File: src/rtl/tiny16_pkg.sv
// tiny16_pkg: definitions shared by the tiny16 DMA block and its bench.
//   dma_state_t  - copy engine control states
//   REGION_*     - bus region codes carried in address[15:14]
package tiny16_pkg;

  typedef enum logic [2:0] {
    IDLE      = 3'd0,
    REQ       = 3'd1,
    RD_SETUP  = 3'd2,
    RD_ACTIVE = 3'd3,
    WR_SETUP  = 3'd4,
    WR_ACTIVE = 3'd5,
    DONE      = 3'd6
  } dma_state_t;

  localparam logic [1:0] REGION_ROM  = 2'b00;
  localparam logic [1:0] REGION_PORT = 2'b10;
  localparam logic [1:0] REGION_RAM  = 2'b11;

endpackage

File: src/rtl/tiny16_dma_if.sv
// tiny16_dma_if: tiny16 memory bus as seen by a second initiator.
//   bus_req/bus_grant - arbitration handshake
//   address, nrd, nwr - address and active-low strobes
//   data_out/data_in  - write data / read data from the responder mux
//   ready             - responder ready, stretches the active phase while low
// master: the DMA engine. slave: arbiter plus responders.
interface tiny16_dma_if #(
  parameter int ADDR_BITS = 16,
  parameter int DATA_BITS = 16
);
  logic                 bus_req;
  logic                 bus_grant;
  logic [ADDR_BITS-1:0] address;
  logic                 nrd;
  logic                 nwr;
  logic [DATA_BITS-1:0] data_out;
  logic [DATA_BITS-1:0] data_in;
  logic                 ready;

  modport master (
    output bus_req, address, nrd, nwr, data_out,
    input  bus_grant, data_in, ready
  );

  modport slave (
    input  bus_req, address, nrd, nwr, data_out,
    output bus_grant, data_in, ready
  );
endinterface

File: src/rtl/tiny16_bus_cycle.sv
// tiny16_bus_cycle: SETUP/ACTIVE strobe sequencer for one bus cycle.
//   clk, reset  - clock, synchronous active-high reset
//   go          - launch a cycle; accepted when idle or while the current
//                 cycle completes (back-to-back cycles)
//   dir         - 0 = read (nrd), 1 = write (nwr), sampled with go
//   ready       - responder ready
//   nrd, nwr    - registered active-low strobes
//   cycle_done  - high in the final ACTIVE cycle (ready=1)
module tiny16_bus_cycle (
  input  logic clk,
  input  logic reset,
  input  logic go,
  input  logic dir,
  input  logic ready,
  output logic nrd,
  output logic nwr,
  output logic cycle_done
);

  localparam logic [1:0] PH_IDLE   = 2'd0;
  localparam logic [1:0] PH_SETUP  = 2'd1;
  localparam logic [1:0] PH_ACTIVE = 2'd2;

  logic [1:0] phase;
  logic       dir_q;

  assign cycle_done = (phase == PH_ACTIVE) && ready;

  always_ff @(posedge clk) begin
    if (reset) begin
      phase <= PH_IDLE;
      dir_q <= 1'b0;
      nrd   <= 1'b1;
      nwr   <= 1'b1;
    end else begin
      case (phase)
        PH_IDLE: begin
          if (go) begin
            phase <= PH_SETUP;
            dir_q <= dir;
          end
        end
        PH_SETUP: begin
          // Strobe falls as the active cycle begins, giving negedge-latched
          // responders a full cycle of address/data setup.
          phase <= PH_ACTIVE;
          nrd   <= dir_q;
          nwr   <= !dir_q;
        end
        PH_ACTIVE: begin
          if (ready) begin
            nrd <= 1'b1;
            nwr <= 1'b1;
            if (go) begin
              phase <= PH_SETUP;
              dir_q <= dir;
            end else begin
              phase <= PH_IDLE;
            end
          end
        end
        default: phase <= PH_IDLE;
      endcase
    end
  end

endmodule

File: src/rtl/tiny16_dma.sv
// tiny16_dma: single-channel memory-to-memory copy engine.
//   clk, reset          - clock, synchronous active-high reset
//   start               - one-cycle pulse, accepted only when idle
//   abort               - level, ends the transfer after the current word
//   src, dst, count     - transfer setup, sampled on accepted start
//   src_inc, dst_inc    - 1 = advance that pointer after each word
//   bus                 - tiny16 bus, master side
//   busy, done, irq     - status: in progress, sticky complete, completion pulse
//   aborted             - sticky, transfer ended early by abort
module tiny16_dma
  import tiny16_pkg::*;
#(
  parameter int ADDR_BITS  = 16,
  parameter int DATA_BITS  = 16,
  parameter int COUNT_BITS = 16
) (
  input  logic                  clk,
  input  logic                  reset,
  input  logic                  start,
  input  logic                  abort,
  input  logic [ADDR_BITS-1:0]  src,
  input  logic [ADDR_BITS-1:0]  dst,
  input  logic [COUNT_BITS-1:0] count,
  input  logic                  src_inc,
  input  logic                  dst_inc,
  tiny16_dma_if.master          bus,
  output logic                  busy,
  output logic                  done,
  output logic                  irq,
  output logic                  aborted
);

  dma_state_t            state, state_nx;
  logic [ADDR_BITS-1:0]  src_ptr, dst_ptr, src_adv, dst_adv;
  logic [COUNT_BITS-1:0] remaining, remaining_nx;
  logic                  last_word;
  logic                  cycle_go, cycle_dir, cycle_done;
  logic                  req_q;
  logic [ADDR_BITS-1:0]  addr_q;
  logic [DATA_BITS-1:0]  wdata_q;

  // Pointer step wraps modulo 2^ADDR_BITS by construction.
  function automatic logic [ADDR_BITS-1:0] advance(input logic [ADDR_BITS-1:0] ptr,
                                                   input logic inc);
    return inc ? ptr + ADDR_BITS'(1) : ptr;
  endfunction

  function automatic logic [COUNT_BITS-1:0] dec_sat(input logic [COUNT_BITS-1:0] c);
    return (c == '0) ? c : c - COUNT_BITS'(1);
  endfunction

  assign src_adv      = advance(src_ptr, src_inc);
  assign dst_adv      = advance(dst_ptr, dst_inc);
  assign remaining_nx = dec_sat(remaining);
  assign last_word    = (remaining_nx == '0);

  assign bus.bus_req  = req_q;
  assign bus.address  = addr_q;
  assign bus.data_out = wdata_q;

  tiny16_bus_cycle u_cycle (
    .clk        (clk),
    .reset      (reset),
    .go         (cycle_go),
    .dir        (cycle_dir),
    .ready      (bus.ready),
    .nrd        (bus.nrd),
    .nwr        (bus.nwr),
    .cycle_done (cycle_done)
  );

  // cycle_go launches the sequencer exactly on entry to a SETUP state, so the
  // sequencer phase always mirrors the SETUP/ACTIVE half of this FSM.
  always_comb begin
    state_nx  = state;
    cycle_go  = 1'b0;
    cycle_dir = 1'b0;
    case (state)
      IDLE: begin
        if (start) state_nx = (count == '0) ? DONE : REQ;
      end
      REQ: begin
        if (abort) begin
          state_nx = DONE;
        end else if (bus.bus_grant) begin
          state_nx = RD_SETUP;
          cycle_go = 1'b1;
        end
      end
      RD_SETUP: state_nx = RD_ACTIVE;
      RD_ACTIVE: begin
        if (cycle_done) begin
          state_nx  = WR_SETUP;
          cycle_go  = 1'b1;
          cycle_dir = 1'b1;
        end
      end
      WR_SETUP: state_nx = WR_ACTIVE;
      WR_ACTIVE: begin
        // abort is only honoured here, so a started word is always finished.
        if (cycle_done) begin
          if (last_word || abort) begin
            state_nx = DONE;
          end else begin
            state_nx = RD_SETUP;
            cycle_go = 1'b1;
          end
        end
      end
      DONE:    state_nx = IDLE;
      default: state_nx = IDLE;
    endcase
  end

  always_ff @(posedge clk) begin
    if (reset) begin
      state   <= IDLE;
      req_q   <= 1'b0;
      addr_q  <= '0;
      wdata_q <= '0;
      busy    <= 1'b0;
      done    <= 1'b0;
      irq     <= 1'b0;
      aborted <= 1'b0;
    end else begin
      state <= state_nx;
      req_q <= (state_nx != IDLE) && (state_nx != DONE);
      irq   <= (state == DONE);

      if (state == IDLE && start) begin
        busy    <= 1'b1;
        done    <= 1'b0;
        aborted <= 1'b0;
      end
      if (state == DONE) begin
        busy <= 1'b0;
        done <= 1'b1;
      end

      if ((state == REQ && abort) ||
          (state == WR_ACTIVE && cycle_done && abort && !last_word))
        aborted <= 1'b1;

      // The source pointer advances on the same edge that re-enters RD_SETUP,
      // so the next read address uses the advanced value.
      if (state_nx == RD_SETUP)
        addr_q <= (state == WR_ACTIVE) ? src_adv : src_ptr;
      else if (state_nx == WR_SETUP)
        addr_q <= dst_ptr;

      // wdata_q doubles as the read-to-write hold register.
      if (state == RD_ACTIVE && cycle_done)
        wdata_q <= bus.data_in;
    end
  end

  always_ff @(posedge clk) begin
    if (state == IDLE && start) begin
      src_ptr   <= src;
      dst_ptr   <= dst;
      remaining <= count;
    end else if (state == WR_ACTIVE && cycle_done) begin
      src_ptr   <= src_adv;
      dst_ptr   <= dst_adv;
      remaining <= remaining_nx;
    end
  end

endmodule

File: src/flat_wrapper.sv
// flat-port wrapper written by rule: the top's interface ports become plain ports
module tiny16_dma_flat import tiny16_pkg::*;
#(
  parameter int ADDR_BITS  = 16,
  parameter int DATA_BITS  = 16,
  parameter int COUNT_BITS = 16
)
  (clk, reset, start, abort, src, dst, count, src_inc, dst_inc, busy, done, irq, aborted, bus_bus_req, bus_address, bus_nrd, bus_nwr, bus_data_out, bus_bus_grant, bus_data_in, bus_ready);
  tiny16_dma_if #(.ADDR_BITS(ADDR_BITS), .DATA_BITS(DATA_BITS)) bus_i ();
  input  logic clk;
  input  logic reset;
  input  logic start;
  input  logic abort;
  input  logic [ADDR_BITS-1:0] src;
  input  logic [ADDR_BITS-1:0] dst;
  input  logic [COUNT_BITS-1:0] count;
  input  logic src_inc;
  input  logic dst_inc;
  output logic busy;
  output logic done;
  output logic irq;
  output logic aborted;
  output wire logic [$bits(bus_i.bus_req)-1:0] bus_bus_req;
  output wire logic [$bits(bus_i.address)-1:0] bus_address;
  output wire logic [$bits(bus_i.nrd)-1:0] bus_nrd;
  output wire logic [$bits(bus_i.nwr)-1:0] bus_nwr;
  output wire logic [$bits(bus_i.data_out)-1:0] bus_data_out;
  input wire logic [$bits(bus_i.bus_grant)-1:0] bus_bus_grant;
  input wire logic [$bits(bus_i.data_in)-1:0] bus_data_in;
  input wire logic [$bits(bus_i.ready)-1:0] bus_ready;
  assign bus_bus_req = bus_i.bus_req;
  assign bus_address = bus_i.address;
  assign bus_nrd = bus_i.nrd;
  assign bus_nwr = bus_i.nwr;
  assign bus_data_out = bus_i.data_out;
  assign bus_i.bus_grant = bus_bus_grant;
  assign bus_i.data_in = bus_data_in;
  assign bus_i.ready = bus_ready;
  tiny16_dma #(.ADDR_BITS(ADDR_BITS), .DATA_BITS(DATA_BITS), .COUNT_BITS(COUNT_BITS)) u_core (.clk(clk), .reset(reset), .start(start), .abort(abort), .src(src), .dst(dst), .count(count), .src_inc(src_inc), .dst_inc(dst_inc), .bus(bus_i), .busy(busy), .done(done), .irq(irq), .aborted(aborted));
endmodule
File: config.mk
export PLATFORM = sky130hd
export DESIGN_NAME = tiny16_dma_flat
export DESIGN_NICKNAME = d
export VERILOG_FILES = /design/src/rtl/tiny16_pkg.sv /design/src/rtl/tiny16_dma_if.sv /design/src/rtl/tiny16_bus_cycle.sv /design/src/rtl/tiny16_dma.sv /design/src/flat_wrapper.sv
export SDC_FILE = /design/constraint.sdc
export NUM_CORES = 1
export LEC_CHECK = 0
export BUFFER_PORTS_ARGS = -buffer_cell sky130_fd_sc_hd__buf_2
export CELL_PAD_IN_SITES_DETAIL_PLACEMENT = 0
export CELL_PAD_IN_SITES_GLOBAL_PLACEMENT = 1
export CORE_UTILIZATION = 36
export DETAILED_ROUTE_END_ITERATION = 8
export PLACE_DENSITY = 0.83
export SLEW_MARGIN = 20
export SYNTH_ARGS = -nofsm -noshare
export SYNTH_HDL_FRONTEND = slang
export SYNTH_SLANG_ARGS = --single-unit
File: constraint.sdc
create_clock -name clk -period 3.21 [get_ports clk]
set_input_delay 0.321 -clock clk [delete_from_list [all_inputs] [get_ports clk]]
set_output_delay 0.321 -clock clk [all_outputs]
set_load 0.03 [all_outputs]
Word-level counts from Yosys, hierarchy flattened

Index checks and enable logic that the tools add are counted.

Add/subtract/negate cells: 3
Equal/unequal tests: 13
Multiplexer cells: 40
Reduce and logical (&&, ||, !) cells: 30

Operators by type and width:

| cell                  | number |
|---|---|
| $mux 16               | 12 |
| $logic_not 16->1      | 3 |
| $add 16x1->16 const B | 2 |
| $mux 3                | 7 |
| $pmux 3 s6            | 1 |
| $sub 16x1->16 const B | 1 |
| $reduce_bool 2->1     | 7 |
| $mux 1                | 13 |
| $eq 3x3->1 const B    | 4 |
| $eq 3x2->1 const B    | 3 |
| $logic_and 1x1->1     | 8 |
| $reduce_and 2->1      | 4 |
| $pmux 1 s2            | 3 |
| $pmux 2 s3            | 1 |
| $mux 2                | 2 |
| $eq 3x1->1 const B    | 1 |
| $logic_not 3->1       | 1 |
| $ne 3x3->1 const B    | 1 |
| $pmux 1 s3            | 1 |
| $reduce_bool 3->1     | 1 |
| $eq 2x1->1 const B    | 1 |
| $eq 2x2->1 const B    | 1 |
| $logic_not 1->1       | 2 |
| $logic_not 2->1       | 1 |
| other kinds (4)       | 5 |

Flip-flop bits (word level): 93
Bits of input ports: 72
Output and inout bits: 39
Logic and storage cells: 101

Longest topological paths before layout

Depth in word-level cells: 10
Depth in mapped cells: 13
Gate-level depth less buffers: 9

By module

Synthesis repeated with hierarchy kept, for this count alone.

Cells, all modules: 573
Area total of the unflattened synthesis: 5153.7 µm²

By module, submodules not included:

| module           | instances | cells each | area an instance (µm²) | seq. area each (µm²) |
|---|---|---|---|---|
| tiny16_dma       | 1         | 549        | 4932.2                 | 2242.2 |
| tiny16_bus_cycle | 1         | 24         | 221.5                  | 100.1 |

Worst setup path before layout

Ideal clock, no wire load.

Kind: register to register
From: register u_core.remaining[0]
To: register u_core.addr_q[10] (netlist: u_core.bus.address[10])
Setup time: 0.140 ns
Data arrival time: 3.187 ns
Required time: 3.070 ns
Path slack: -0.117 ns
Cell stages (with the launch flop): 14
Path buffers: 4
Period minus slack after synthesis: 3.327 ns
Cells stage by stage: edfxtp_1 inv_1 ha_1 or3b_2 clkbuf_1 or4_4 buf_6 nor4b_1 a2111o_1 and4bb_1 or2_1 buf_6 buf_6 a211oi_2

Cells in the longest elaborated chain, start to end: 9
Elaborated cells between the ends (all ways): 12
Classes of those cells: add/sub: 1; eq/ne: 2; mux: 5; reduce/logical: 4

RTL lines:

| element                                           | line                                 | text |
|---|---|---|
| start: declaration                                | tiny16_dma.sv:35                     | `logic [COUNT_BITS-1:0] remaining, remaining_nx;` |
| start signal: assignment                          | tiny16_dma.sv:161                    | `remaining <= count;` |
| start signal: assignment                          | tiny16_dma.sv:165                    | `remaining <= remaining_nx;` |
| $sub 16x1->16 or $logic_not 16->1 (tied branches) | tiny16_dma.sv:49                     | `return (c == '0) ? c : c - COUNT_BITS'(1);` |
| $mux 16 (*)                                       | tiny16_dma.sv:49                     |  |
| $logic_not 16->1 (*)                              | tiny16_dma.sv:55                     | `assign last_word = (remaining_nx == '0);` |
| $logic_or 1x1->1 (*)                              | tiny16_dma.sv:102                    | `if (last_word \|\| abort) begin` |
| $mux 3 (*)                                        | tiny16_dma.sv:102                    |  |
| $mux 3 (*)                                        | tiny16_dma.sv:101                    | `if (cycle_done) begin` |
| $pmux 3 s6 (*)                                    | tiny16_dma.sv:78                     | `case (state)` |
| $eq 3x2->1 or $eq 3x3->1 (tied branches)          | tiny16_dma.sv:146, tiny16_dma.sv:148 |  |
| $mux 16 or $reduce_bool 2->1 (tied branches)      | n/a                                  |  |
| end signal: assignment                            | tiny16_dma.sv:147                    | `addr_q <= (state == WR_ACTIVE) ? src_adv : src_ptr;` |
| end signal: assignment                            | tiny16_dma.sv:149                    | `addr_q <= dst_ptr;` |
| end: declaration                                  | tiny16_dma.sv:39                     | `logic [ADDR_BITS-1:0] addr_q;` |

Mark *: on every way between the ends. The rest lies on a longest branch, timed or not.
A chain may end at the register's enable or synchronous reset.

Worst setup path after layout

From: register u_core.remaining[1]
To: register u_core.addr_q[1] (netlist: u_core.bus.address[1])

The elaborated chain is that of the path after synthesis.

==> tab_implementation.tex <==
\begin{tabular}{lr}
\hline
Metric & Value \\
\hline
\multicolumn{2}{l}{\textbf{Status}} \\
\quad Status & completed \\
\multicolumn{2}{l}{\textbf{Worst setup path}} \\
\quad Longest individual stage delay on the worst path & 600 ps \\
\quad Cells traversed along the worst timing path & inv\_1 -> ha\_4 -> or3b\_4 -> or4\_4 -> mux2\_4 -> nand4\_1 -> and4bb\_2 -> or2\_4 -> buf\_12 -> o31ai\_1 \\
\quad Arrival time of the worst setup path & $\sim$3400 ps \\
\quad WS Path Type & reg2reg \\
\quad WP data required & about 3500 ps \\
\quad Type of origin of the critical path & flip-flop \\
\quad Cell with the largest stage delay on the worst path & sky130\_fd\_sc\_hd\_\_or4\_4 \\
\quad Top fanout value on the critical path & 16 \\
\quad Critical path capture point type & flip-flop \\
\multicolumn{2}{l}{\textbf{Timing}} \\
\quad Final worst path period share & 97.3\% \\
\quad Final period demand of the worst path & between 3000 and 4000 ps \\
\quad Max Slew Vio Count & 0 \\
\quad Worst slew margin relative to its limit & about half \\
\quad Setup ws final & around 88 ps \\
\quad Final hold violation count & 0 \\
\quad Worst clock skew on the final layout & slightly above 8 ps \\
\quad Setup TNS & 0 ps \\
\quad RSZ-0062 raised after global routing & no \\
\quad Highest attainable clock frequency & about 320 MHz \\
\quad Transition time at the pin with the least slew margin & between 700 and 800 ps \\
\quad Final setup vio count & 0 \\
\multicolumn{2}{l}{\textbf{Floorplanning}} \\
\quad Site Rows & between 40 and 50 \\
\quad Die ar. & about 15000 um2 \\
\quad Vertical extent of the die & around 120 um \\
\quad Total core area & about 14000 um2 \\
\quad Die Span X & $\sim$120 um \\
\quad IO Count & roughly 110 \\
\quad Initial standard-cell utilization of the core & a little under two fifths \\
\multicolumn{2}{l}{\textbf{Cells and area}} \\
\quad Fin area & $\sim$6300 um2 \\
\quad Area added between synthesis and finish & 21.3\% \\
\quad Final layout net count & around 770 \\
\quad Ratio of cells with drive above 1 in the final layout & between 20\% and 30\% \\
\quad Final cell count without fillers & between 800 and 900 \\
\quad Number of inserted filler cells in the final layout & approximately 1400 \\
\quad Antenna Cells & 0 \\
\multicolumn{2}{l}{\textbf{Global routing}} \\
\quad Sum of overflow across all layers after global routing & 0 \\
\quad First-pass GRT wire length & between 20000 and 25000 um \\
\quad Initial antenna violation count & 0 \\
\quad Via count of the first global-routing pass & 4324 \\
\quad Maximum number of pins on one net before global-route repair & 76 \\
\quad Total global routing track utilization & between 10\% and 20\% \\
\multicolumn{2}{l}{\textbf{Logic synthesis}} \\
\quad Number of warning messages in the yosys log & 0 \\
\quad Number of nets produced by synthesis & 660 \\
\quad Post-synth top area cell & sky130\_fd\_sc\_hd\_\_edfxtp\_1 \\
\quad Post-synth cell types & 56 \\
\quad Gate count of the mapped netlist & 585 \\
\quad Cell types occupying the most area after synthesis & sky130\_fd\_sc\_hd\_\_edfxtp\_1 (28\%), sky130\_fd\_sc\_hd\_\_dfxtp\_1 (17\%), sky130\_fd\_sc\_hd\_\_nand2\_1 (8.3\%) \\
\quad Seq cells post-synth & 93 \\
\quad Synthesized cell area & between 5000 and 6000 um2 \\
\quad Syn Area/Cell & 8.91 um2 \\
\quad Count leader, synth & sky130\_fd\_sc\_hd\_\_nand2\_1 \\
\quad Area share of the leading cell type in the synthesized netlist & 27.6\% \\
\quad Main synth FF type & sky130\_fd\_sc\_hd\_\_edfxtp\_1 \\
\quad Number of flops mapped to enable cells by yosys & 48 \\
\quad Sequential element share of the synthesized area & around 45\% \\
\quad Async set or reset register ratio after synthesis & 0\% \\
\quad Top cells by instance count after synthesis & sky130\_fd\_sc\_hd\_\_nand2\_1 (116), sky130\_fd\_sc\_hd\_\_o21ai\_0 (49), sky130\_fd\_sc\_hd\_\_edfxtp\_1 (48) \\
\multicolumn{2}{l}{\textbf{Worst hold path}} \\
\quad Worst min-delay path class & in2reg \\
\multicolumn{2}{l}{\textbf{Power}} \\
\quad Peak supply drop & 0.000284 V \\
\quad Tot Pwr & between 0.004 and 0.005 W \\
\quad Cell Pwr Density & about 650 nW/um2 \\
\quad Pleak & 2.34 nW \\
\multicolumn{2}{l}{\textbf{Route}} \\
\quad First-pass detailed-route iteration total & 4 \\
\quad Post-detailed-routing wire length & 13600 um \\
\quad Post-detailed-route DRC marker count & 0 \\
\quad Vias after detailed routing & 4527 \\
\quad Final antenna-violating net count & 0 \\
\quad Via density per instance & 5.16 \\
\quad First DRT Iteration DRCs & $\sim$280 \\
\quad Routed wirelength normalized by instance count & approximately 15 um \\
\multicolumn{2}{l}{\textbf{Clock network}} \\
\quad Clock latency of the later-clocked register in the worst-skew pair & roughly 350 ps \\
\quad Htree depth & 3 \\
\quad Total CTS buffers & 9 \\
\quad TritonCTS clock tree & built \\
\quad Number of buffers inserted by hold repair at cts & 0 \\
\quad Clock root buffer & sky130\_fd\_sc\_hd\_\_clkbuf\_16 \\
\quad Clock edge transition at the registers on the reported setup and hold paths & 60 ps \\
\quad Clk sink count & between 90 and 100 \\
\quad Clock Tree Buf Depth & 2 \\
\multicolumn{2}{l}{\textbf{Placement}} \\
\quad Post-place instance area & roughly 6000 um2 \\
\quad Routability congestion estimate from global placement & between 0.8 and 0.9 \\
\quad Placed Instances & between 800 and 900 \\
\quad Estimated wirelength of the detail-placed design & slightly below 10000 um \\
\quad Worst setup slack after placement & about 73 ps \\
\quad Number of I/O port buffers & 110 \\
\multicolumn{2}{l}{\textbf{Run}} \\
\quad Max Cap Violations & 0 \\
\hline
\end{tabular}
what timing repair did:
| item | 4_1_cts | 5_1_grt |
|---|---|---|
| setup buffers | 0 | 3 |
| resized for setup | 0 | 8 |
| setup endpoints to repair | 0 | 17 |
per-layer routing:
layer / global-route usage [%] / up-vias / part of all wire (%)
li1: - / 2296 / -
met1: 23.5 / 2100 / 47
met2: 30.5 / 117 / 47
met3: 4.04 / 14 / 4.8
met4: 5.03 / 0 / 1.3
met5: 0 / - / 0
through the flow:
| step | hold WS [ps] | util [%] |
|---|---|---|
| after floorplan | 446 | - |
| after global routing | 207 | 45.2 |
| final | 210 | 45.2 |
| after CTS | 199 | 44.8 |
| after global placement | 439 | 42.6 |
| after detailed placement | 449 | 42.6 |
path summary, 6_finish.rpt:
check	startpoint	slack [ps]	endpoint	cells past startpoint
setup / recovery	u_core.remaining[1]	90	u_core.bus.address[1]	10
hold / removal	bus_data_in[10]	210	u_core.bus.data_out[10]	3
setup reg to reg	u_core.remaining[1]	90	u_core.bus.address[1]	10
hold reg to reg	u_core.bus.data_out[11]	450	u_core.bus.data_out[11]	2
cell families (layout without fill, tap and decap cells):
group / after synthesis / in the layout / share of synthesized area (%)
AOI/OAI and AO/OA: 125 / 125 / 15.2
xor gates and xnor gates: 50 / 50 / 8.40
adders and majority gates: 3 / 3 / 0.720
buffers and inverters: 47 / 160 / 4.94
DFF: 93 / 93 / 44.9
muxes: 16 / 16 / 3.19
and+or+nand+nor: 251 / 251 / 22.6
registers in the layout (all words and copies together), names as in the netlist, 2 cells and up:
register,flops
u_core.remaining,16
u_core.dst_ptr,16
u_core.state,3
u_core.src_ptr,16
u_core.bus.data_out,16
u_core.u_cycle.phase,2
u_core.bus.address,16
critical path: cells and delay by family (launching register included):
| family | cells | cell delay [ps] |
|---|---|---|
| buffers and inverters | 2 | 270 |
| multiplexers | 1 | 320 |
| AO/OA/AOI/OAI | 1 | 210 |
| AND/OR/NAND/NOR | 5 | 1680 |
| flip-flops | 1 | 390 |
| adder cells (fa/ha/maj) | 1 | 150 |
power by group:
group,internal [W],switching (W),total [W]
combinational,0.000479,0.000735,0.00121
sequential,0.00156,0.000217,0.00178
clock,0.000672,0.000462,0.00113
layout by cell type, fill, tap and decap left out, drive strengths merged, types with 2 or more instances in the layout:
cell	Yosys	layout
clkbuf	26	13
o31ai	7	7
o21ai	50	50
and4	2	2
o211ai	2	2
nor3	27	27
or3b	2	2
xnor2	25	25
and2	3	3
or3	5	5
and3	5	5
edfxtp	48	48
nand4	8	8
or2	5	5
a211oi	12	12
nand3	13	13
nor2	39	39
dfxtp	45	45
or4	6	6
a31o	2	2
nand2	116	116
ha	3	3
xor2	25	25
o21a	2	2
nor3b	3	3
nor4	8	8
a21oi	38	38
a31oi	6	6
mux2i	14	14
mux2	2	2
nor2b	2	2
buf	11	135
nand2b	3	3
inv	9	10
area by class of cell:
class	count	area, um2	area share [%]
tap	180	225	3.56
clock inverter	3	40.0	0.633
sequential	93	2340	37.0
inverter	9	33.8	0.534
multi-input combinational	445	2660	42.1
clock buffer	13	272	4.29
timing repair buffer	135	752	11.9
Power figures use the tool's default switching activity.
